### src/rtl/du_skid_stage_if.sv
// du_skid_stage_if: valid/ready beat channel carrying WAYS issue ways of DATA_W-bit payload
//   valid : per-way valid of the beat
//   data  : payload, way k in bits [k*DATA_W +: DATA_W]
//   ready : receiver can accept the current beat
//   master drives valid/data, slave drives ready
interface du_skid_stage_if #(
  parameter int WAYS   = 2,
  parameter int DATA_W = 256
);
  logic [WAYS-1:0]        valid;
  logic [WAYS*DATA_W-1:0] data;
  logic                   ready;
  modport master (output valid, output data, input ready);
  modport slave  (input valid, input data, output ready);
endinterface

### src/rtl/du_skid_stage.sv
// du_skid_stage: 2-entry skid buffer between decode and execute with registered ready
//   clk         : clock, all state updates on posedge
//   reset_n     : asynchronous active-low reset
//   flush_i     : drop every held beat and any incoming beat
//   up          : upstream channel from decode (slave; ready is a flop)
//   dn          : downstream channel to execute (master; driven from the main register)
//   occ_o       : entries held (0, 1 or 2)
//   stall_cnt_o : saturating count of cycles the output beat waited on ready
module du_skid_stage #(
  parameter int WAYS   = 2,
  parameter int DATA_W = 256,
  parameter int CNT_W  = 16
) (
  input  logic                clk,
  input  logic                reset_n,
  input  logic                flush_i,
  du_skid_stage_if.slave      up,
  du_skid_stage_if.master     dn,
  output logic [1:0]          occ_o,
  output logic [CNT_W-1:0]    stall_cnt_o
);
  typedef enum logic [1:0] {EMPTY = 2'd0, ONE = 2'd1, TWO = 2'd2} state_t;
  state_t                 state, state_nx;
  logic                   ready_q, up_xfer, dn_xfer, load_main, load_skid, skid_to_main;
  logic [WAYS-1:0]        main_v, skid_v;
  logic [WAYS*DATA_W-1:0] main_d, skid_d;
  assign up.ready = ready_q;
  assign dn.valid = main_v;
  assign dn.data  = main_d;
  always_ff @(posedge clk or negedge reset_n)
    if (!reset_n) state <= EMPTY;
    else          state <= state_nx;
  always_comb begin
    state_nx = state;
    case (state)
      EMPTY:   state_nx = up_xfer ? ONE : EMPTY;
      ONE:     state_nx = (up_xfer && !dn_xfer) ? TWO : (!up_xfer && dn_xfer) ? EMPTY : ONE;
      TWO:     state_nx = dn_xfer ? ONE : TWO;
      default: state_nx = EMPTY;
    endcase
    if (flush_i) state_nx = EMPTY;
  end
  // Both-transfer in ONE reloads main directly so a full-rate stream never touches the skid.
  always_comb begin
    up_xfer      = |up.valid && ready_q;
    dn_xfer      = |main_v && dn.ready;
    load_main    = !flush_i && up_xfer && (state == EMPTY || (state == ONE && dn_xfer));
    load_skid    = !flush_i && up_xfer && state == ONE && !dn_xfer;
    skid_to_main = !flush_i && state == TWO && dn_xfer;
    occ_o        = state;
  end
  // Payload is never cleared outside reset; only the valid bits track occupancy.
  always_ff @(posedge clk or negedge reset_n)
    if (!reset_n) begin
      ready_q     <= 1'b1;
      main_v      <= '0;
      skid_v      <= '0;
      main_d      <= '0;
      skid_d      <= '0;
      stall_cnt_o <= '0;
    end else begin
      ready_q     <= state_nx != TWO;
      main_v      <= load_main ? up.valid : skid_to_main ? skid_v : (state_nx == EMPTY) ? '0 : main_v;
      skid_v      <= load_skid ? up.valid : (state_nx == TWO) ? skid_v : '0;
      main_d      <= load_main ? up.data : skid_to_main ? skid_d : main_d;
      skid_d      <= load_skid ? up.data : skid_d;
      stall_cnt_o <= (|main_v && !dn.ready && !flush_i && stall_cnt_o != '1) ? stall_cnt_o + 1'b1 : stall_cnt_o;
    end
endmodule

### src/flat_wrapper.sv
// flat-port wrapper written by rule: the top's interface ports become plain ports
module du_skid_stage_flat 
#(
  parameter int WAYS   = 2,
  parameter int DATA_W = 256,
  parameter int CNT_W  = 16
)
  (clk, reset_n, flush_i, occ_o, stall_cnt_o, up_valid, up_data, up_ready, dn_valid, dn_data, dn_ready);
  du_skid_stage_if #(.WAYS(WAYS), .DATA_W(DATA_W)) up_i ();
  du_skid_stage_if #(.WAYS(WAYS), .DATA_W(DATA_W)) dn_i ();
  input  logic clk;
  input  logic reset_n;
  input  logic flush_i;
  output logic [1:0] occ_o;
  output logic [CNT_W-1:0] stall_cnt_o;
  input wire logic [$bits(up_i.valid)-1:0] up_valid;
  input wire logic [$bits(up_i.data)-1:0] up_data;
  output wire logic [$bits(up_i.ready)-1:0] up_ready;
  output wire logic [$bits(dn_i.valid)-1:0] dn_valid;
  output wire logic [$bits(dn_i.data)-1:0] dn_data;
  input wire logic [$bits(dn_i.ready)-1:0] dn_ready;
  assign up_i.valid = up_valid;
  assign up_i.data = up_data;
  assign up_ready = up_i.ready;
  assign dn_valid = dn_i.valid;
  assign dn_data = dn_i.data;
  assign dn_i.ready = dn_ready;
  du_skid_stage #(.WAYS(WAYS), .DATA_W(DATA_W), .CNT_W(CNT_W)) u_core (.clk(clk), .reset_n(reset_n), .flush_i(flush_i), .up(up_i), .dn(dn_i), .occ_o(occ_o), .stall_cnt_o(stall_cnt_o));
endmodule
### config.mk
export PLATFORM = sky130hd
export DESIGN_NAME = du_skid_stage_flat
export DESIGN_NICKNAME = d
export VERILOG_FILES = /design/src/rtl/du_skid_stage_if.sv /design/src/rtl/du_skid_stage.sv /design/src/flat_wrapper.sv
export SDC_FILE = /design/constraint.sdc
export NUM_CORES = 2
export LEC_CHECK = 0
export ABC_AREA = 0
export CAP_MARGIN = 10
export CORE_AREA = 2 2 406 408
export DETAILED_ROUTE_END_ITERATION = 8
export DIE_AREA = 0 0 408 410
export GPL_ROUTABILITY_DRIVEN = 1
export PLACE_DENSITY = 0.47
export SKIP_CTS_REPAIR_TIMING = 1
export SYNTH_ARGS = -nofsm -noshare
export SYNTH_HDL_FRONTEND = slang
export SYNTH_SLANG_ARGS = --single-unit
### constraint.sdc
create_clock -name clk -period 2.56 [get_ports clk]
set_input_delay 0.512 -clock clk [delete_from_list [all_inputs] [get_ports clk]]
set_output_delay 0.512 -clock clk [all_outputs]
set_load 0.05 [all_outputs]
# [Word-level counts from Yosys, hierarchy flattened]
# Cells that the tools add are included.
[word_totals] register_bits=1047 input_bits=518 out_inout_bits=533 wordCells=52
[classes] reduce_logical=25 addsub=1 mux=13 eq_ne=6
[op_table] cell="2-to-1 mux 512 bit" count=2
[op_table] cell="adder 16 x 1 -> 16 bit, second input constant" count=1
[op_table] cell="2-to-1 mux 2 bit" count=8
[op_table] cell="inequality test 16 bit, second input constant" count=1
[op_table] cell="logical AND 1 bit" count=14
[op_table] cell="case mux 2 bit (3 select lines)" count=1
[op_table] cell="== test 2 bit, second input constant" count=2
[op_table] cell="logical NOT 1 bit" count=4
[op_table] cell="logical NOT 2 bit" count=2
[op_table] cell="OR reduction 2 bit" count=2
[op_table] cell="nonzero test 3 bit" count=1
[op_table] cell="== test 2 x 1 -> 1 bit, second input constant" count=1
[op_table] cell="2-to-1 mux 1 bit" count=2
[op_table] cell="inequality test 2 x 1 -> 1 bit, second input constant" count=1
[op_table] cell="inequality test 2 bit, second input constant" count=1
[op_table] cell="nonzero test 2 bit" count=1
[op_table] cell="logical OR 1 bit" count=1

# [Logic depth before layout (Yosys ltp)]
[depth] ltp_word=12 ltp_mapped=9 mapped_depth_nobuf=7

# [Least setup slack after synthesis]
# OpenSTA, ideal clock, no wires.
[synth_timing] path_kind="register -> register" startpoint="register u_core.main_v[1] (netlist: u_core.dn.valid[1])" endpoint="register u_core.main_d[503] (netlist: u_core.dn.data[503])" setup_ns=0.135 setup_slack_ns=0.289 arrival_ns=2.136 path_buffers=3 synth_period_minus_slack_ns=2.271 stages_incl_launch_ff=7 required_ns=2.425 cell_sequence="dfrtp_1 > o21ai_2 > a2111oi_4 > buf_2 > buf_4 > clkbuf_1 > o21ai_0"
[synth_between] elab_chain_cells=6 elab_cells_between_ends=8 cone_classes="mux (1); reduce/logical (7)"
[synth_lines] item="start, declared" line_no="du_skid_stage.sv:25" source="logic [WAYS-1:0] main_v, skid_v;"
[synth_lines] item="start signal, assigned" line_no="du_skid_stage.sv:63" source="main_v <= load_main ? up.valid : skid_to_main ? skid_v : (state_nx == EMPTY) ? '0 : main_v;"
[synth_lines] item="OR reduction 2 bit (*)" line_no="du_skid_stage.sv:46" source="dn_xfer = |main_v && dn.ready;"
[synth_lines] item="logical AND 1 bit (*)" line_no="du_skid_stage.sv:46"
[synth_lines] item="logical AND 1 bit" line_no="du_skid_stage.sv:47" source="load_main = !flush_i && up_xfer && (state == EMPTY || (state == ONE && dn_xfer));"
[synth_lines] item="logical OR 1 bit" line_no="du_skid_stage.sv:47"
[synth_lines] item="logical AND 1 bit" line_no="du_skid_stage.sv:47"
[synth_lines] item="2-to-1 mux 512 bit / nonzero test 2 bit (equally long branches)"
[synth_lines] item="end signal, assigned" line_no="du_skid_stage.sv:65" source="main_d <= load_main ? up.data : skid_to_main ? skid_d : main_d;"
[synth_lines] item="end, declared" line_no="du_skid_stage.sv:26" source="logic [WAYS*DATA_W-1:0] main_d, skid_d;"
# Mark *: on every way between the ends. The rest lies on a longest branch, timed or not.
# A chain may end at the register's enable or synchronous reset.

# [Worst setup path in the final report]
[layout_timing] startpoint="register u_core.main_d[385] (netlist: u_core.dn.data[385])" endpoint="output port dn_data[385]"
[layout_rtl] item="end, declared" line_no="flat_wrapper.sv:20" source="output wire logic [$bits(dn_i.data)-1:0] dn_data;"
# No word-level cell between the ends.

==> metrics.log <==
[metrics] CTS tree: done
[metrics] endpoint kind of the worst setup timing path: primary output
[metrics] Vert. Die Dim: approximately 410 µm
[metrics] peak supply drop: 0.000780 V
[metrics] amount of wire on met3 after detailed routing: 12,000 µm
[metrics] Crit path buffers/inverters: 1
[metrics] initial detailed-routing violation count: 1,664
[metrics] clock insertion delay at the later pin of the skew report: 0.75 ns
[metrics] most frequent cells in the layout: 1,046 x sky130_fd_sc_hd__dfrtp_1, 837 x sky130_fd_sc_hd__clkdlybuf4s50_1, 517 x sky130_fd_sc_hd__nand2_1, 513 x sky130_fd_sc_hd__mux2_2, 513 x sky130_fd_sc_hd__mux2i_1
[metrics] detailed-route wire length on metal 1: 61,700 µm
[metrics] Setup-failing EPs final: 0
[metrics] Core Area: between 150,000 and 200,000 µm²
[metrics] standard-cell row count: 149
[metrics] stage delay of the slowest cell on the critical path: approximately 0.88 ns
[metrics] clock-pin slew reported for the worst setup and hold paths after clock tree synthesis: 0.06 ns
[metrics] cell area after synthesis: about 43,000 µm²
[metrics] worst r2r dst: u_core.dn.data[226]$_DFFE_PN0P_
[metrics] dominant register cell in the synthesized netlist: sky130_fd_sc_hd__dfrtp_1
[metrics] most common cell after layout, fill and taps aside: sky130_fd_sc_hd__dfrtp_1
[metrics] Final min period: 2.49 ns
[metrics] Post-Route Skew: roughly 0.024 ns
[metrics] setup slack of the worst register-to-register path: 0.36 ns
[metrics] post-layout instance count excluding filler cells: 6,833
[metrics] CP max FO: 2
[metrics] count of different cell masters after synthesis: 39
[metrics] maximum buffer depth of the clock tree: 3
[metrics] DP Area: around 58,000 µm²
[metrics] Gate Count Post-Synth: 3,414
[metrics] pin count of the biggest net entering global routing: 72
[metrics] boundary pin count: around 1,100
[metrics] global-route wire length before repair: ~220,000 µm
[metrics] final number of hold-violating endpoints: 0
[metrics] worst path cell trace: clkdlybuf4s50_1
[metrics] data required time at the worst endpoint: approximately 2.1 ns
[metrics] Root Driver: sky130_fd_sc_hd__clkbuf_16
[metrics] last weighted congestion value of the routability-driven placer: 0.817
[metrics] count of synthesis-stage warnings from yosys: 0
[metrics] worst min path class: primary input to async pin
[metrics] effective utilization at floorplan: approximately a quarter
[metrics] maximum clock frequency: 0.401 GHz
[metrics] via count of the first global-routing pass: around 31,000
[metrics] number of design rule violations left after detail routing: 0
[metrics] unrepaired setup endpoints after global routing: no
[metrics] synthesized area divided by synthesized cell count: about 13 µm²
[metrics] number of nets in the final layout: around 5,000
[metrics] MaxCap Viol Count: 0
[metrics] global route total overflow: 0
[metrics] cell count of the worst reg-to-reg path: 6
[metrics] final WL: 151,000 µm
[metrics] transition time of the tightest slew-check pin: 0.761 ns
[metrics] chip width: 408 µm
[metrics] startpoint of the worst-slack reg-to-reg timing path: u_core.up.ready$_DFF_PN1_
[metrics] Worst Path Class, Setup: flop to primary output
[metrics] total global-route track usage: 17.7%
[metrics] relative max-transition margin: between 40% and 50%
[metrics] P_leak: between 0.03 and 0.04 µW
[metrics] detailed-router iteration count before antenna repair: 6
[metrics] ranking of synthesized cells by area: sky130_fd_sc_hd__dfrtp_1 60%, sky130_fd_sc_hd__mux2_2 13%, sky130_fd_sc_hd__mux2i_1 12%
[metrics] summed area of non-filler cells in the final layout: 62,000 µm²
[metrics] number of clock sinks seen by CTS: about 1,000
[metrics] PnR Total Power: about 85,000 µW
[metrics] dominant cell type by area after synthesis: sky130_fd_sc_hd__dfrtp_1
[metrics] CP max-delay cell: sky130_fd_sc_hd__clkdlybuf4s50_1
[metrics] max-slew violations: 0
[metrics] number of synthesized register bits: ~1,000
[metrics] area share of the largest cell type after synthesis: roughly three fifths
[metrics] H-tree levels: 3
[metrics] Highest Signal Layer: met5
[metrics] count of input and output buffers: ~1,100
[metrics] power density cells: between 1000 and 1500 nW/µm²
[metrics] nature of the critical path startpoint: flop
[metrics] Post-Place Cells: 6,594
[metrics] fraction of the yosys area taken by sequential cells: slightly above 60%
[metrics] status: complete, no violations
[metrics] total via count after detailed routing: ~30,000
[metrics] via density per instance: between 4 and 5
[metrics] worst hold slack across all endpoints: 0.317 ns
[metrics] layout cells sized above 1: ~19%
[metrics] area growth from synthesis to layout: 43.1%
[metrics] initial antenna violation count: 38
[metrics] crit-path leading delay family: buffers and inverters
[metrics] proportion of register bits with asynchronous set or reset after synthesis: 100%
[metrics] syn nets: approximately 3,900
[metrics] WL per Instance: 22.1 µm
[metrics] amount of wire on met2 after detailed routing: just over 70,000 µm
[metrics] total die area: between 150,000 and 200,000 µm²
[metrics] CTS buffer count: 121
[metrics] antenna violation net count after detailed routing: 0
[metrics] DP Wirelength: about 110,000 µm
[metrics] share of the cycle needed by the critical path after routing: between 90% and 100%
[metrics] number of synthesized flops with an enable pin: 0
[metrics] data arrival at the endpoint of the critical path: approximately 2.0 ns
## sequential cells by signal, indices dropped and copies added, names as in the netlist
register            count
u_core.occ_o            2
u_core.skid_v           2
u_core.dn.data        512
u_core.dn.valid         2
u_core.up.ready         1
u_core.skid_d         512
u_core.stall_cnt_o     16
## kinds of logic after synthesis
kind of cell             share of synthesized area (%)
flip-flops                                        60.5
multiplexers                                      25.2
AND/OR/NAND/NOR                                   5.08
AO/OA/AOI/OAI                                     6.25
buffers and inverters                             2.70
XOR/XNOR                                         0.222
adder cells (fa/ha/maj)                         0.0578
## final cells by class
type                       instances  area [µm²]
clock inverter                    20         206
tap                             2189        2740
fill                           15909      102000
timing repair buffer            1221       13100
multi-input combinational       2131       15900
inverter                           7        26.3
antenna                           17        42.5
sequential                      1047       26200
clock buffer                     201        3710
## cells in the mapped netlist, drive strengths merged, types with 2 or more instances
master / instances
nor2: 9
xnor2: 3
a31oi: 2
o22ai: 2
a41oi: 2
o211ai: 2
or2: 3
inv: 7
nand2: 517
buf: 168
xor2: 8
nor4: 6
mux2: 513
nand3: 9
mux2i: 513
o21ai: 515
nor3b: 2
nor3: 6
clkbuf: 61
a221o: 2
dfrtp: 1046
a21oi: 2
ha: 2
nand4: 4
## worst max path at each step
stage	depth (start not counted)	slack, ns	startpoint	to
after floorplan	6	0.29	u_core.dn.valid[1]$_DFFE_PN0P_	u_core.dn.data[503]$_DFFE_PN0P_
after global placement	7	-0.35	up_valid[1]	u_core.dn.data[457]$_DFFE_PN0P_
after detailed placement	7	-0.39	up_valid[1]	u_core.dn.data[484]$_DFFE_PN0P_
after CTS	1	-0.27	u_core.dn.data[330]$_DFFE_PN0P_	dn_data[330]
after global routing	1	0.0001	u_core.dn.data[395]$_DFFE_PN0P_	dn_data[395]
final	1	0.07	u_core.dn.data[385]$_DFFE_PN0P_	dn_data[385]
## per-stage QoR
stage | setup slack [ns] | utilization (%) | setup TNS (ns)
6_report | 0.0688 | 37.9 | 0
5_1_grt | 0.000141 | 37.9 | 0
4_1_cts | -0.274 | 37.6 | -12.81
3_5_place_dp | -0.393 | 35.2 | -274.83
3_3_place_gp | -0.354 | 35.2 | -271.91
2_1_floorplan | 0.289 | - | 0
## report_power, final
part | switching, µW | leakage, µW | internal [µW]
Combinational | 23800 | 0.0164 | 14400
Sequential | 4510 | 0.0128 | 24600
Clock | 7140 | 0.00192 | 10100
Total | 35500 | 0.0311 | 49200
## per-layer routing
layer,track usage [%],up-vias
li1,-,14198
met1,21.4,15139
met2,29.1,774
met3,6.27,229
met4,6.03,44
met5,0,-
(Power assumes the default switching activity.)
